===== config.mk =====
export PLATFORM = sky130hd
export DESIGN_NAME = vga_sync_gen
export DESIGN_NICKNAME = d
export VERILOG_FILES = /design/src/rtl/vga_sync_gen_pkg.sv /design/src/rtl/vga_axis_counter.sv /design/src/rtl/vga_sync_gen.sv
export SDC_FILE = /design/constraint.sdc
export NUM_CORES = 1
export LEC_CHECK = 0
export BUFFER_PORTS_ARGS = -buffer_cell sky130_fd_sc_hd__buf_2
export CAP_MARGIN = 10
export CORE_ASPECT_RATIO = 1.1
export CORE_UTILIZATION = 56
export DETAILED_ROUTE_END_ITERATION = 16
export GPL_TIMING_DRIVEN = 0
export PLACE_DENSITY = 0.79
export SYNTH_ARGS = -nofsm -noshare
export SYNTH_HDL_FRONTEND = slang
export SYNTH_SLANG_ARGS = --single-unit

===== constraint.sdc =====
create_clock -name PIX_CLK -period 4.6 [get_ports PIX_CLK]
set_clock_uncertainty 0.2 [all_clocks]
set_input_delay 0 -clock PIX_CLK [delete_from_list [all_inputs] [get_ports PIX_CLK]]
set_output_delay 0 -clock PIX_CLK [all_outputs]
set_load 0.005 [all_outputs]

===== src/rtl/vga_sync_gen_pkg.sv =====
// Shared raster constants and phase encoding for the VGA sync path.
// XGA (1024x768) timing defaults; the downstream display-enable stage uses the same values.
package vga_sync_gen_pkg;

  localparam int XGA_H_RES  = 1024;
  localparam int XGA_H_FP   = 24;
  localparam int XGA_H_SYNC = 136;
  localparam int XGA_H_BP   = 160;
  localparam int XGA_V_RES  = 768;
  localparam int XGA_V_FP   = 3;
  localparam int XGA_V_SYNC = 6;
  localparam int XGA_V_BP   = 29;

  // Total pixels (or lines) spanned by one axis period.
  function automatic int axis_total(input int res, input int fp, input int sync, input int bp);
    return res + fp + sync + bp;
  endfunction

  localparam int XGA_H_TOTAL = axis_total(XGA_H_RES, XGA_H_FP, XGA_H_SYNC, XGA_H_BP);
  localparam int XGA_V_TOTAL = axis_total(XGA_V_RES, XGA_V_FP, XGA_V_SYNC, XGA_V_BP);

  // Raster phase of one axis; encodings are shared with the enable stage.
  typedef enum logic [1:0] {
    PH_ACT  = 2'd0,
    PH_FP   = 2'd1,
    PH_SYNC = 2'd2,
    PH_BP   = 2'd3
  } phase_t;

endpackage


===== src/rtl/vga_axis_counter.sv =====
// One raster axis: a wrapping position counter plus its ACTIVE/FRONT/SYNC/BACK phase FSM.
// The phase register always describes the position held in the count register.
module vga_axis_counter
  import vga_sync_gen_pkg::*;
#(
  parameter int RES  = XGA_H_RES,
  parameter int FP   = XGA_H_FP,
  parameter int SYNC = XGA_H_SYNC,
  parameter int BP   = XGA_H_BP,
  parameter int DIM  = 11
) (
  input  logic         clk,
  input  logic         rst_n,
  input  logic         step,       // advance one position this cycle
  output logic         wrap,       // count sits on the last position of the period
  output logic [DIM:0] count,
  output phase_t       phase,
  output phase_t       phase_nxt   // phase that goes with the next count value
);

  localparam int TOTAL = axis_total(RES, FP, SYNC, BP);
  localparam logic [DIM:0] LAST       = (DIM+1)'(TOTAL - 1);
  localparam logic [DIM:0] FP_START   = (DIM+1)'(RES);
  localparam logic [DIM:0] SYNC_START = (DIM+1)'(RES + FP);
  localparam logic [DIM:0] BP_START   = (DIM+1)'(RES + FP + SYNC);
  localparam logic [DIM:0] ONE        = (DIM+1)'(1);

  logic [DIM:0] count_nxt;

  assign wrap = (count == LAST);

  // Next count: hold, increment, or wrap to zero at the end of the period.
  always_comb begin
    count_nxt = count;
    if (step) begin
      count_nxt = wrap ? '0 : count + ONE;
    end
  end

  // Phase FSM transitions, decoded on the next count so phase and count stay aligned.
  always_comb begin
    phase_nxt = phase;
    case (phase)
      PH_ACT:  if (count_nxt == FP_START)   phase_nxt = PH_FP;
      PH_FP:   if (count_nxt == SYNC_START) phase_nxt = PH_SYNC;
      PH_SYNC: if (count_nxt == BP_START)   phase_nxt = PH_BP;
      PH_BP:   if (count_nxt == '0)         phase_nxt = PH_ACT;
    endcase
  end

  // Count and phase registers.
  always_ff @(posedge clk or negedge rst_n) begin
    if (!rst_n) begin
      count <= '0;
      phase <= PH_ACT;
    end else begin
      count <= count_nxt;
      phase <= phase_nxt;
    end
  end

endmodule


===== src/rtl/vga_sync_gen.sv =====
// Raster timing generator: H/V pixel counters, HSYNC/VSYNC and line/frame strobes.
// EN is a plain advance qualifier (no handshake): when high the raster moves one pixel per
// PIX_CLK edge; when low every register holds and both strobes read 0.
module vga_sync_gen
  import vga_sync_gen_pkg::*;
#(
  parameter int   H_RES  = XGA_H_RES,
  parameter int   H_FP   = XGA_H_FP,
  parameter int   H_SYNC = XGA_H_SYNC,
  parameter int   H_BP   = XGA_H_BP,
  parameter int   V_RES  = XGA_V_RES,
  parameter int   V_FP   = XGA_V_FP,
  parameter int   V_SYNC = XGA_V_SYNC,
  parameter int   V_BP   = XGA_V_BP,
  parameter int   H_DIM  = 11,
  parameter int   V_DIM  = 10,
  parameter logic HS_POL = 1'b0,
  parameter logic VS_POL = 1'b0
) (
  input  logic             PIX_CLK,
  input  logic             RST_N,
  input  logic             EN,
  output logic [H_DIM:0]   HORIZONTAL,
  output logic [V_DIM:0]   VERTICAL,
  output logic             HSYNC,
  output logic             VSYNC,
  output logic             LINE_END,
  output logic             FRAME_END
);

  logic   h_wrap;
  logic   v_wrap;
  logic   v_step;
  phase_t h_phase;
  phase_t h_phase_nxt;
  phase_t v_phase;
  phase_t v_phase_nxt;

  // The vertical axis moves only when an enabled pixel leaves the last column.
  assign v_step = h_wrap && EN;

  vga_axis_counter #(
    .RES  (H_RES),
    .FP   (H_FP),
    .SYNC (H_SYNC),
    .BP   (H_BP),
    .DIM  (H_DIM)
  ) u_h_axis (
    .clk       (PIX_CLK),
    .rst_n     (RST_N),
    .step      (EN),
    .wrap      (h_wrap),
    .count     (HORIZONTAL),
    .phase     (h_phase),
    .phase_nxt (h_phase_nxt)
  );

  vga_axis_counter #(
    .RES  (V_RES),
    .FP   (V_FP),
    .SYNC (V_SYNC),
    .BP   (V_BP),
    .DIM  (V_DIM)
  ) u_v_axis (
    .clk       (PIX_CLK),
    .rst_n     (RST_N),
    .step      (v_step),
    .wrap      (v_wrap),
    .count     (VERTICAL),
    .phase     (v_phase),
    .phase_nxt (v_phase_nxt)
  );

  // Sync levels registered from the next-phase decode so they land with the counters.
  always_ff @(posedge PIX_CLK or negedge RST_N) begin
    if (!RST_N) begin
      HSYNC <= ~HS_POL;
      VSYNC <= ~VS_POL;
    end else begin
      if (EN) begin
        HSYNC <= (h_phase_nxt == PH_SYNC) ? HS_POL : ~HS_POL;
      end
      if (v_step) begin
        VSYNC <= (v_phase_nxt == PH_SYNC) ? VS_POL : ~VS_POL;
      end
    end
  end

  // Strobes decoded straight off the registered counts.
  always_comb begin
    LINE_END  = EN && h_wrap;
    FRAME_END = EN && h_wrap && v_wrap;
  end

  // Each sync level must agree with the phase register of its axis.
  always_ff @(posedge PIX_CLK) begin
    if (RST_N) begin
      assert ((h_phase == PH_SYNC) == (HSYNC == HS_POL));
      assert ((v_phase == PH_SYNC) == (VSYNC == VS_POL));
    end
  end

endmodule


==> results of run 1 <==
[logic make-up after synthesis]
| kind of cell | count (synthesis) |
|---|---|
| buffers and inverters | 21 |
| XOR/XNOR | 8 |
| multiplexers | 4 |
| flip-flops | 29 |
| AO/OA/AOI/OAI | 52 |
| adder cells (fa/ha/maj) | 3 |
| AND/OR/NAND/NOR | 96 |
[state kept, by name (all words and copies together), names as in the netlist]
name,cells
u_v_axis.phase,2
VSYNC,1
u_h_axis.phase,2
u_h_axis.count,12
HSYNC,1
u_v_axis.count,11
[critical path: stages (launching register included)]
cell and delay (ns):
dfrtp_1 0.49, ha_1 0.31, nand4_1 0.22, nor2_1 0.26, nor4b_1 0.34, mux2_2 0.40
or4b_4 0.58, or4_4 0.56, o2111a_1 0.24
[how the worst min path moves through the flow]
stage | end | slack (ns) | depth (start not counted)
floorplan | u_h_axis.count[0]$_DFF_PN0_ | -0.50 | 0
global placement | u_v_axis.count[5]$_DFF_PN0_ | -0.14 | 1
detailed placement | u_v_axis.count[6]$_DFF_PN0_ | -0.14 | 1
CTS | u_v_axis.count[9]$_DFF_PN0_ | 0.03 | 2
global route | u_h_axis.count[8]$_DFF_PN0_ | 0.09 | 2
finish | u_v_axis.count[6]$_DFF_PN0_ | 0.02 | 2
[through the flow]
step	total power [uW]	util
final	665	0.667
after global routing	714	0.667
after CTS	669	0.667
after detailed placement	501	0.643
after global placement	497	0.643
after floorplan	438	-
[final cells by class]
type / count / share of cell area
plain buffers: 7 / 0.0287
clock buffers: 8 / 0.0265
inverters: 14 / 0.0237
multi-input cells: 163 / 0.492
flip-flops and latches: 29 / 0.328
well taps: 48 / 0.0270
repair buffers: 31 / 0.0744
[what timing repair did]
item | CTS | global route
resized for setup | 0 | 0
hold buffers | 2 | 0
hold endpoints to repair | 31 | 0
[power by group]
| part | internal [uW] | switching, uW |
|---|---|---|
| Clock | 75.3 | 90.4 |
| Sequential | 284 | 46.5 |
| Combinational | 75.6 | 92.7 |
[routing by layer]
layer,GRT usage,part of all wire
met3,0.0554,0.056
met4,0.155,0.022
met2,0.371,0.45
met1,0.374,0.48
met5,0,0
[Yosys cell counts (2+ instances only)]
library cell   n
and3b_1        2
o22ai_1        4
ha_1           3
nor4_1         4
nor2_1        17
dfstp_2        2
clkbuf_1       2
or3_2          3
nand2_1       16
and2_1         3
o41ai_1        2
xor2_1         4
buf_4          2
a21oi_1        5
nand3_1        6
o21ai_0       13
or2_2          4
inv_1         13
nand4_1       11
dfrtp_1       27
mux2i_1        3
nor3_1         9
o211ai_1       4
o31ai_1        4
a22o_1         2
a21boi_0       2
xnor2_1        4
nor2b_1        2
and4_2         2
or3_1          2
==> impl_metrics.json, run 1 <==
{
  "run_status": "complete, no violations",
  "core-area_um2": 3330,
  "ys_top_cells_by_area": "dfrtp_1 (35%), nand4_1 (3.6%), o21ai_0 (3.4%)",
  "muxShareOfSynthArea": 0.0213,
  "endpoint": "u_v_axis.phase[0]$_DFF_PN0_",
  "regArea_um2": 728,
  "place_area_um2": 2140,
  "finalCritPeriodShare": 0.805,
  "stdcell_count": 300,
  "syn_avg_cell_area_um2": 9.09,
  "ys_types": 66,
  "clock_latency_ns": 0.33,
  "via_per_inst": 5.97,
  "startpoint": "u_v_axis.count[0]$_DFF_PN0_",
  "antennaDiodeCount": 0,
  "r2r-start": "u_v_axis.count[0]$_DFF_PN0_",
  "crit_fanout": 8,
  "synth-edff-count": 0,
  "dp_slack_ns": 0.937,
  "io-pin-count": 30,
  "fillCellCount": 288,
  "fp.dieH_um": 63.7,
  "synthAdderAreaFrac": 0.0194,
  "grtUsageTotal": 0.265,
  "die_x_um": 58.1,
  "timing.setup.tns_ns": 0,
  "grt_overflow": 0,
  "post-cts-setup-buffer-count": 0,
  "drc": 0,
  "worst_r2r_path_depth": 8,
  "syn_area_um2": 1940,
  "place_congestion": 0.858,
  "wl_per_cell_um": 14.8,
  "post-route-min-period_ns": 3.70,
  "yosysTopAreaCell": "dfrtp_1",
  "final_common_cell": "buf_2",
  "tightest_slew_ns": 0.716,
  "routed_wirelength_um": 4430,
  "synthSimpleGateAreaFrac": 0.296,
  "finalNetCount": 257,
  "ys.flop_type": "dfrtp_1",
  "grt_pass1_vias": 1616,
  "clock_path_buffers": 2,
  "cp-end-kind": "flip-flop",
  "initial_core_util": 0.582,
  "vias": 1790,
  "relSlewSlack": 0.517,
  "cp.required_ns": 4.62,
  "port_buffers": 29,
  "hp-class": "in2async",
  "fin_ws_ns": 0.896,
  "grt_max_degree": 30,
  "fmax_mhz": 270,
  "grt_pass1_wl_um": 7460,
  "antenna_left": 0,
  "clockRootBuffer": "clkbuf_4",
  "clkTransAtPathRegs_ns": 0.09,
  "ys_seq_area_frac": 0.376,
  "placed_cells": 290,
  "hold_viol": 0,
  "hold_ws_ns": 0.0170,
  "clock-sinks": 29,
  "drive_gt1_frac": 0.254,
  "cts-buffers-inserted": 5,
  "leakagePower_uw": 0.00105,
  "synth-compound-area-share": 0.191,
  "vdd_drop_max_v": 0.000293,
  "r2r_slack_ns": 0.90,
  "drtIter0Drc": 97,
  "slew_violations": 0,
  "netlist_instances": 213,
  "htree_levels": 2,
  "rr_endpoint": "u_v_axis.phase[0]$_DFF_PN0_",
  "setup.worst_path.start_class": "flip-flop",
  "rows": 22,
  "dp_hpwl_um": 3130,
  "antenna_found_initial": 0,
  "rsz0062_at_grt": "no",
  "multi_input_area_um2": 1090,
  "synth_warnings": 0,
  "fin_area_um2": 2220,
  "first_pass_iters": 5,
  "synth_async_sr_flop_share": 1.00,
  "syn_nets": 219,
  "synth_xor_area_frac": 0.0362,
  "cp.arrival_ns": 3.73,
  "maxCapViolCount": 0,
  "dieArea_um2": 3700,
  "synth_top_area_frac": 0.349,
  "layout_common_cells": "buf_2 (30), dfrtp_1 (27), nor2_1 (17)",
  "cts_tree": "yes",
  "setup_violations": 0,
  "ys_ff_latch": 29,
  "synth_top_family_by_area": "simple AND/OR/NAND/NOR gates",
  "power.density_nw_per_um2": 299,
  "area_growth_syn_to_layout_pct": 14.7,
  "path_class": "reg2reg"
}
Note: power is estimated with default switching activity, not from simulation.
==> run 2: changes to the inputs <==
--- a/config.mk
+++ b/config.mk
@@ -8,10 +8,10 @@
 export BUFFER_PORTS_ARGS = -buffer_cell sky130_fd_sc_hd__buf_2
 export CAP_MARGIN = 10
 export CORE_ASPECT_RATIO = 1.1
-export CORE_UTILIZATION = 56
+export CORE_UTILIZATION = 51
 export DETAILED_ROUTE_END_ITERATION = 16
 export GPL_TIMING_DRIVEN = 0
-export PLACE_DENSITY = 0.79
+export PLACE_DENSITY = 0.76
 export SYNTH_ARGS = -nofsm -noshare
 export SYNTH_HDL_FRONTEND = slang
 export SYNTH_SLANG_ARGS = --single-unit
==> constraint.sdc (replaced) <==
create_clock -name PIX_CLK -period 3.1 [get_ports PIX_CLK]
set_clock_uncertainty 0.2 [all_clocks]
set_input_delay 0 -clock PIX_CLK [delete_from_list [all_inputs] [get_ports PIX_CLK]]
set_output_delay 0 -clock PIX_CLK [all_outputs]
set_load 0.005 [all_outputs]
==> run 2 against run 1 <==
Net effect:
- the run now ends with setup timing left
- cell count increased by 5.3%
- routed wire length increased by 16%
- worst setup slack lost 1.0 ns
- first-iteration DRC count up 38%
- clock power rose by 82%
- final area increased by 9.9%
- sequential share of layout area shrank 2.6 points
- total power increased by 69%
- fmax is 14% higher
- global-route usage down 0.23 points
- critical endpoint unchanged
- largest power group unchanged
==> impl_metrics.json, run 2 (synthesis gave the netlist of run 1 again) <==
{
  "run_status": "complete, but fails checks",
  "violations": "setup timing",
  "reg_top3": "u_h_axis.count: 12 flops, u_v_axis.count: 11 flops",
  "rsz0062_at_grt": "yes",
  "clockRootBuffer": "clkbuf_8",
  "maxCapViolCount": 0,
  "finalNetCount": 271,
  "antenna_left": 0,
  "setup.worst_path.start_class": "flip-flop",
  "cp_slowest_stage_delay_ns": 0.54,
  "routed_wirelength_um": 5130,
  "tightest_slew_ns": 0.837,
  "drive_gt1_frac": 0.361,
  "largest_reg_flops": 12,
  "clkTransAtPathRegs_ns": 0.06,
  "place_congestion": 0.874,
  "fp.dieH_um": 66.6,
  "grt_overflow": 0,
  "gr-usage-met2": 0.368,
  "layout_common_cells": "buf_2 (30), dfrtp_1 (21), buf_4 (17)",
  "grt_use_met3": 0.0524,
  "clock_path_buffers": 2,
  "antennaDiodeCount": 0,
  "grtUsageTotal": 0.263,
  "cp.arrival_ns": 3.21,
  "drc": 0,
  "leakagePower_uw": 0.00113,
  "htree_levels": 2,
  "top_usage_layer": "met1",
  "critical_path.top_delay_family": "simple AND/OR/NAND/NOR gates",
  "drtIter0Drc": 134,
  "critPathSlowestCell": "or4_4",
  "relSlewSlack": 0.435,
  "cts_tree": "yes",
  "hp-class": "in2reg",
  "core-area_um2": 3630,
  "first_pass_iters": 4,
  "rows": 23,
  "slew_violations": 0,
  "port_buffers": 29,
  "io-pin-count": 30,
  "vias": 1902,
  "antenna_found_initial": 0,
  "dieArea_um2": 4050,
  "crit_fanout": 6,
  "grtUsageMet1": 0.384,
  "setup_violations": 3,
  "power.density_nw_per_um2": 461,
  "path_class": "reg2reg",
  "crit_buf_inv": 0,
  "area_growth_syn_to_layout_pct": 26.0,
  "final_common_cell": "buf_2",
  "finalCritPeriodShare": 1.05,
  "fin_ws_ns": -0.140,
  "clock-sinks": 29,
  "wl_per_cell_um": 16.2,
  "hold_viol": 0,
  "dp_slack_ns": -0.228,
  "cp-end-kind": "flip-flop",
  "initial_core_util": 0.534,
  "fillCellCount": 317,
  "cp_cell_sequence": "nor4b_4 -> nand2_2 -> nor4b_4 -> mux2_4 -> or4b_4 -> or4_4 -> o2111a_1",
  "cp.required_ns": 3.07,
  "clock_latency_ns": 0.28,
  "post-route-min-period_ns": 3.24,
  "grt_max_degree": 30,
  "die_x_um": 60.8,
  "via_per_inst": 6.02,
  "grt_pass1_wl_um": 7800,
  "cts-buffers-inserted": 5,
  "cpMostUsedCell": "nor4b_4",
  "largest-register": "u_h_axis.count",
  "fmax_mhz": 309,
  "dp_hpwl_um": 3180,
  "timing.setup.tns_ns": -0.267,
  "vdd_drop_max_v": 0.000429,
  "grt_pass1_vias": 1649
}
-- run 2: cell types whose count changed in the layout (fill, tap and decap cells not counted), moves of 2 or more --
cell	before	now
buf_4	2	17
clkbuf_4	5	0
clkbuf_8	1	5
dfrtp_1	27	21
dfrtp_2	0	6
ha_1	3	1
nor2_1	17	15
nor2_2	0	2
nor4_1	4	2
-- run 2: per-stage QoR --
step	power, uW	hold slack (ns)	cells	util	instance area [um^2]
detailed placement	750	-0.134	292	0.595	2160
CTS	1090	0.0455	312	0.647	2350
global placement	741	-0.139	292	0.595	2160
finish	1120	0.0549	316	0.673	2440
global route	1180	0.0815	316	0.673	2440
floorplan	654	-0.496	213	-	1950
-- run 2: path summary, 6_finish.rpt --
| path | startpoint | end | slack [ns] | cells past startpoint |
|---|---|---|---|---|
| hold reg to reg | HSYNC$_DFFE_PN1P_ | HSYNC$_DFFE_PN1P_ | 0.29 | 2 |
| setup / recovery | u_h_axis.count[7]$_DFF_PN0_ | u_v_axis.phase[0]$_DFF_PN0_ | -0.14 | 7 |
| max in group asynchronous | RST_N | u_v_axis.count[0]$_DFF_PN0_ | 2.14 | 2 |
| min in group asynchronous | RST_N | u_h_axis.count[11]$_DFF_PN0_ | 0.09 | 2 |
| hold / removal | EN | u_h_axis.count[9]$_DFF_PN0_ | 0.05 | 4 |
| setup reg to reg | u_h_axis.count[7]$_DFF_PN0_ | u_v_axis.phase[0]$_DFF_PN0_ | -0.14 | 7 |
-- run 2: cell type report --
cell class                 instances  area (um^2)  area share
multi-input combinational        163         1170       0.481
sequential                        29          736       0.302
timing repair buffer              47          283       0.116
clock buffer                       8         80.1      0.0328
tap                               50         62.6      0.0256
inverter                          14         55.1      0.0226
buffer                             5         50.0      0.0205
-- run 2: routing by layer --
metal	up-vias	share of wire
li1	902	-
met1	917	0.46
met2	68	0.46
met3	15	0.055
met4	0	0.026
met5	-	0
-- run 2: worst reg2reg max path, delay by kind of cell (launching register included) --
| family | cells | cell delay [ns] |
|---|---|---|
| AOI/OAI and AO/OA | 1 | 0.26 |
| DFF | 1 | 0.46 |
| muxes | 1 | 0.33 |
| and+or+nand+nor | 5 | 1.88 |
-- run 2: repair_timing --
action / in CTS / in global routing
endpoints found under the hold margin: 29 / 0
gates resized for setup: 7 / 17
setup endpoints to repair: 3 / 6
pin swaps: 6 / 12
setup buffers: 11 / 6
hold buffers: 1 / 0
-- run 2: where the power goes --
part	switching (uW)	internal, uW	leakage, uW
sequential	60.3	426	0.000358
combinational	181	155	0.000732
clock	143	159	0.0000395
==> run 3: changes to the inputs <==
--- a/config.mk
+++ b/config.mk
@@ -5,10 +5,11 @@
 export SDC_FILE = /design/constraint.sdc
 export NUM_CORES = 1
 export LEC_CHECK = 0
+export ABC_AREA = 1
 export BUFFER_PORTS_ARGS = -buffer_cell sky130_fd_sc_hd__buf_2
 export CAP_MARGIN = 10
 export CORE_ASPECT_RATIO = 1.1
-export CORE_UTILIZATION = 51
+export CORE_UTILIZATION = 52
 export DETAILED_ROUTE_END_ITERATION = 16
 export GPL_TIMING_DRIVEN = 0
 export PLACE_DENSITY = 0.76
==> run 3 against run 2 <==
Net effect:
- the run now ends clean
- non-clock buffer count down 18
- synthesized cell count up 43%
- hold slack better by 0.024 ns
- global-route usage down 1.6 points
- final area down 0.56%
- register-to-register slack better by 0.75 ns
- worst setup slack better by 0.75 ns
- routed wire length down 7.4%
- fmax up 30%
- clock-buffer cell count unchanged
- combinational power up 29%
- highest routed layer unchanged
==> impl_metrics.json, run 3 <==
{
  "multi_input_area_um2": 1180,
  "grt_pass1_vias": 1779,
  "vias": 1933,
  "ys_top_cells_by_area": "dfrtp_1 (32%), nand2_1 (15%), nor2_1 (8.5%)",
  "antennaDiodeCount": 0,
  "ys_seq_area_frac": 0.345,
  "setup_violations": 0,
  "crit_buf_inv": 2,
  "layout_common_cells": "nand2_1 (84), nor2_1 (48), inv_1 (39)",
  "finalCritPeriodShare": 0.804,
  "ctsHoldBuffers": 2,
  "clock-sinks": 29,
  "power.density_nw_per_um2": 542,
  "fillCellCount": 349,
  "hold_viol": 0,
  "setup.worst_path.start_class": "flip-flop",
  "ctsResizeCount": 0,
  "path_class": "reg2reg",
  "cpMostUsedCell": "nor2_1",
  "synth_warnings": 0,
  "final_common_cell": "nand2_1",
  "fp.dieH_um": 68.8,
  "syn_avg_cell_area_um2": 6.94,
  "rsz0062_at_grt": "no",
  "critical_path.top_delay_family": "simple AND/OR/NAND/NOR gates",
  "cp.required_ns": 3.11,
  "reg_top3": "u_h_axis.count: 12 flops, u_v_axis.count: 11 flops",
  "post-cts-setup-buffer-count": 0,
  "maxCapViolCount": 0,
  "post-route-min-period_ns": 2.49,
  "rows": 23,
  "cp_slowest_stage_delay_ns": 0.45,
  "synth_top_area_frac": 0.320,
  "syn_nets": 310,
  "largest_reg_flops": 12,
  "via_per_inst": 4.92,
  "synth_common_cells": "nand2_1 (84), nor2_1 (48), inv_1 (39)",
  "ys.flop_type": "dfrtp_1",
  "antenna_found_initial": 0,
  "power_uw": 1320,
  "area_growth_syn_to_layout_pct": 15.1,
  "fmax_mhz": 401,
  "clkTransAtPathRegs_ns": 0.06,
  "synth_async_sr_flop_share": 1.00,
  "worst_r2r_path_depth": 15,
  "wl_per_cell_um": 12.1,
  "relSlewSlack": 0.565,
  "slew_violations": 0,
  "drive_gt1_frac": 0.242,
  "port_buffers": 29,
  "cts-buffers-inserted": 5,
  "leakagePower_uw": 0.00126,
  "initial_core_util": 0.559,
  "run_status": "complete, no violations",
  "tightest_slew_ns": 0.653,
  "rr_endpoint": "VSYNC$_DFFE_PN1N_",
  "critPathSlowestCell": "dfrtp_1",
  "cp_cell_sequence": "ha_1 -> inv_1 -> nor2_1 -> nand2_4 -> nor2_8 -> buf_12 -> nand3_2 -> nand2_2 -> nand2_2 -> nor3_2 -> nand3_1 -> nand3_1 -> nand3_2 -> nor2_1 -> nor2_1",
  "grt_max_degree": 30,
  "grt_pass1_wl_um": 8120,
  "drc": 0,
  "dieArea_um2": 4310,
  "ys_ff_latch": 29,
  "syn_area_um2": 2110,
  "dp_hpwl_um": 3510,
  "ys_types": 32,
  "drtIter0Drc": 169,
  "r2r-start": "u_h_axis.count[0]$_DFF_PN0_",
  "regArea_um2": 728,
  "clock_path_buffers": 2,
  "largest-register": "u_h_axis.count",
  "grt_overflow": 0,
  "netlist_instances": 304,
  "timing.setup.tns_ns": 0,
  "cts_tree": "yes",
  "finalNetCount": 348,
  "hp-class": "in2async",
  "clock_latency_ns": 0.28,
  "place_congestion": 0.837,
  "antenna_left": 0,
  "io-pin-count": 30,
  "cp-end-kind": "flip-flop",
  "vdd_drop_max_v": 0.000337,
  "clockRootBuffer": "clkbuf_8",
  "crit_fanout": 10,
  "die_x_um": 62.7,
  "htree_levels": 2,
  "routed_wirelength_um": 4750,
  "core-area_um2": 3770,
  "first_pass_iters": 4,
  "cp.arrival_ns": 2.50,
  "synth.most_common_cell": "nand2_1",
  "synth-edff-count": 0,
  "hold_ws_ns": 0.0788,
  "yosysTopAreaCell": "dfrtp_1",
  "r2r_slack_ns": 0.61,
  "grtUsageTotal": 0.247
}
run 3: cell count changes in the layout (fill, tap and decap cells not counted), moves of 8 or more:
| cell | previous run | this run |
|---|---|---|
| inv_1 | 12 | 39 |
| nor2_1 | 15 | 48 |
| nand3_1 | 5 | 28 |
| buf_4 | 17 | 1 |
| nand4_1 | 11 | 3 |
| nand2_2 | 1 | 10 |
| nand2_1 | 16 | 84 |
run 3: per-layer routing:
layer  part of all wire  vias to the layer above  track usage
met4              0.016                        0       0.0814
met2               0.46                       41        0.421
met3              0.041                        7       0.0477
met5                  0                        -            0
li1                   -                     1022            -
met1               0.48                      863        0.317
run 3: report_power, final:
| group | internal (uW) | total, uW | switching [uW] |
|---|---|---|---|
| clock | 181 | 327 | 146 |
| combinational | 157 | 432 | 274 |
| sequential | 446 | 557 | 111 |
run 3: worst max path at each step:
stage / startpoint / end / slack (ns) / cells after the start
final: u_h_axis.count[0]$_DFF_PN0_ / VSYNC$_DFFE_PN1N_ / 0.61 / 15
after global routing: u_h_axis.count[0]$_DFF_PN0_ / VSYNC$_DFFE_PN1N_ / 0.34 / 16
after CTS: u_h_axis.count[0]$_DFF_PN0_ / VSYNC$_DFFE_PN1N_ / 0.59 / 15
after detailed placement: u_h_axis.count[0]$_DFF_PN0_ / VSYNC$_DFFE_PN1N_ / 0.62 / 15
after global placement: u_h_axis.count[0]$_DFF_PN0_ / HSYNC$_DFFE_PN1P_ / 0.65 / 15
after floorplan: u_h_axis.count[0]$_DFF_PN0_ / HSYNC$_DFFE_PN1P_ / 0.92 / 15
run 3: stage by stage:
stage	utilization	cell area (um^2)	std cells	setup slack, ns
finish	0.644	2430	393	0.609
global route	0.644	2430	393	0.342
CTS	0.644	2430	393	0.593
detailed placement	0.614	2320	383	0.622
global placement	0.614	2320	383	0.647
floorplan	-	2110	304	0.916
run 3: cells by family (layout without fill, tap and decap cells):
| logic type | after synthesis | count (layout) | share of synthesized area |
|---|---|---|---|
| AND/OR/NAND/NOR | 207 | 207 | 0.486 |
| buffers and inverters | 47 | 86 | 0.0967 |
| flip-flops | 29 | 29 | 0.345 |
| AO/OA/AOI/OAI | 14 | 14 | 0.0374 |
| XOR/XNOR | 4 | 4 | 0.0166 |
| adder cells (fa/ha/maj) | 3 | 3 | 0.0178 |
run 3: worst reg2reg max path, stage by stage, from the launching register on:
cell,delay [ns]
dfrtp_1,0.45
ha_1,0.26
inv_1,0.06
nor2_1,0.18
nand2_4,0.11
nor2_8,0.19
buf_12,0.16
nand3_2,0.08
nand2_2,0.11
nand2_2,0.06
nor3_2,0.15
nand3_1,0.10
nand3_1,0.09
nand3_2,0.09
nor2_1,0.09
nor2_1,0.05
run 3: area by class of cell:
cell class	count	share of cell area
multi-input cells	228	0.485
clock buffers	8	0.0371
plain buffers	3	0.0160
inverters	44	0.0681
flip-flops and latches	29	0.300
well taps	50	0.0258
repair buffers	31	0.0681
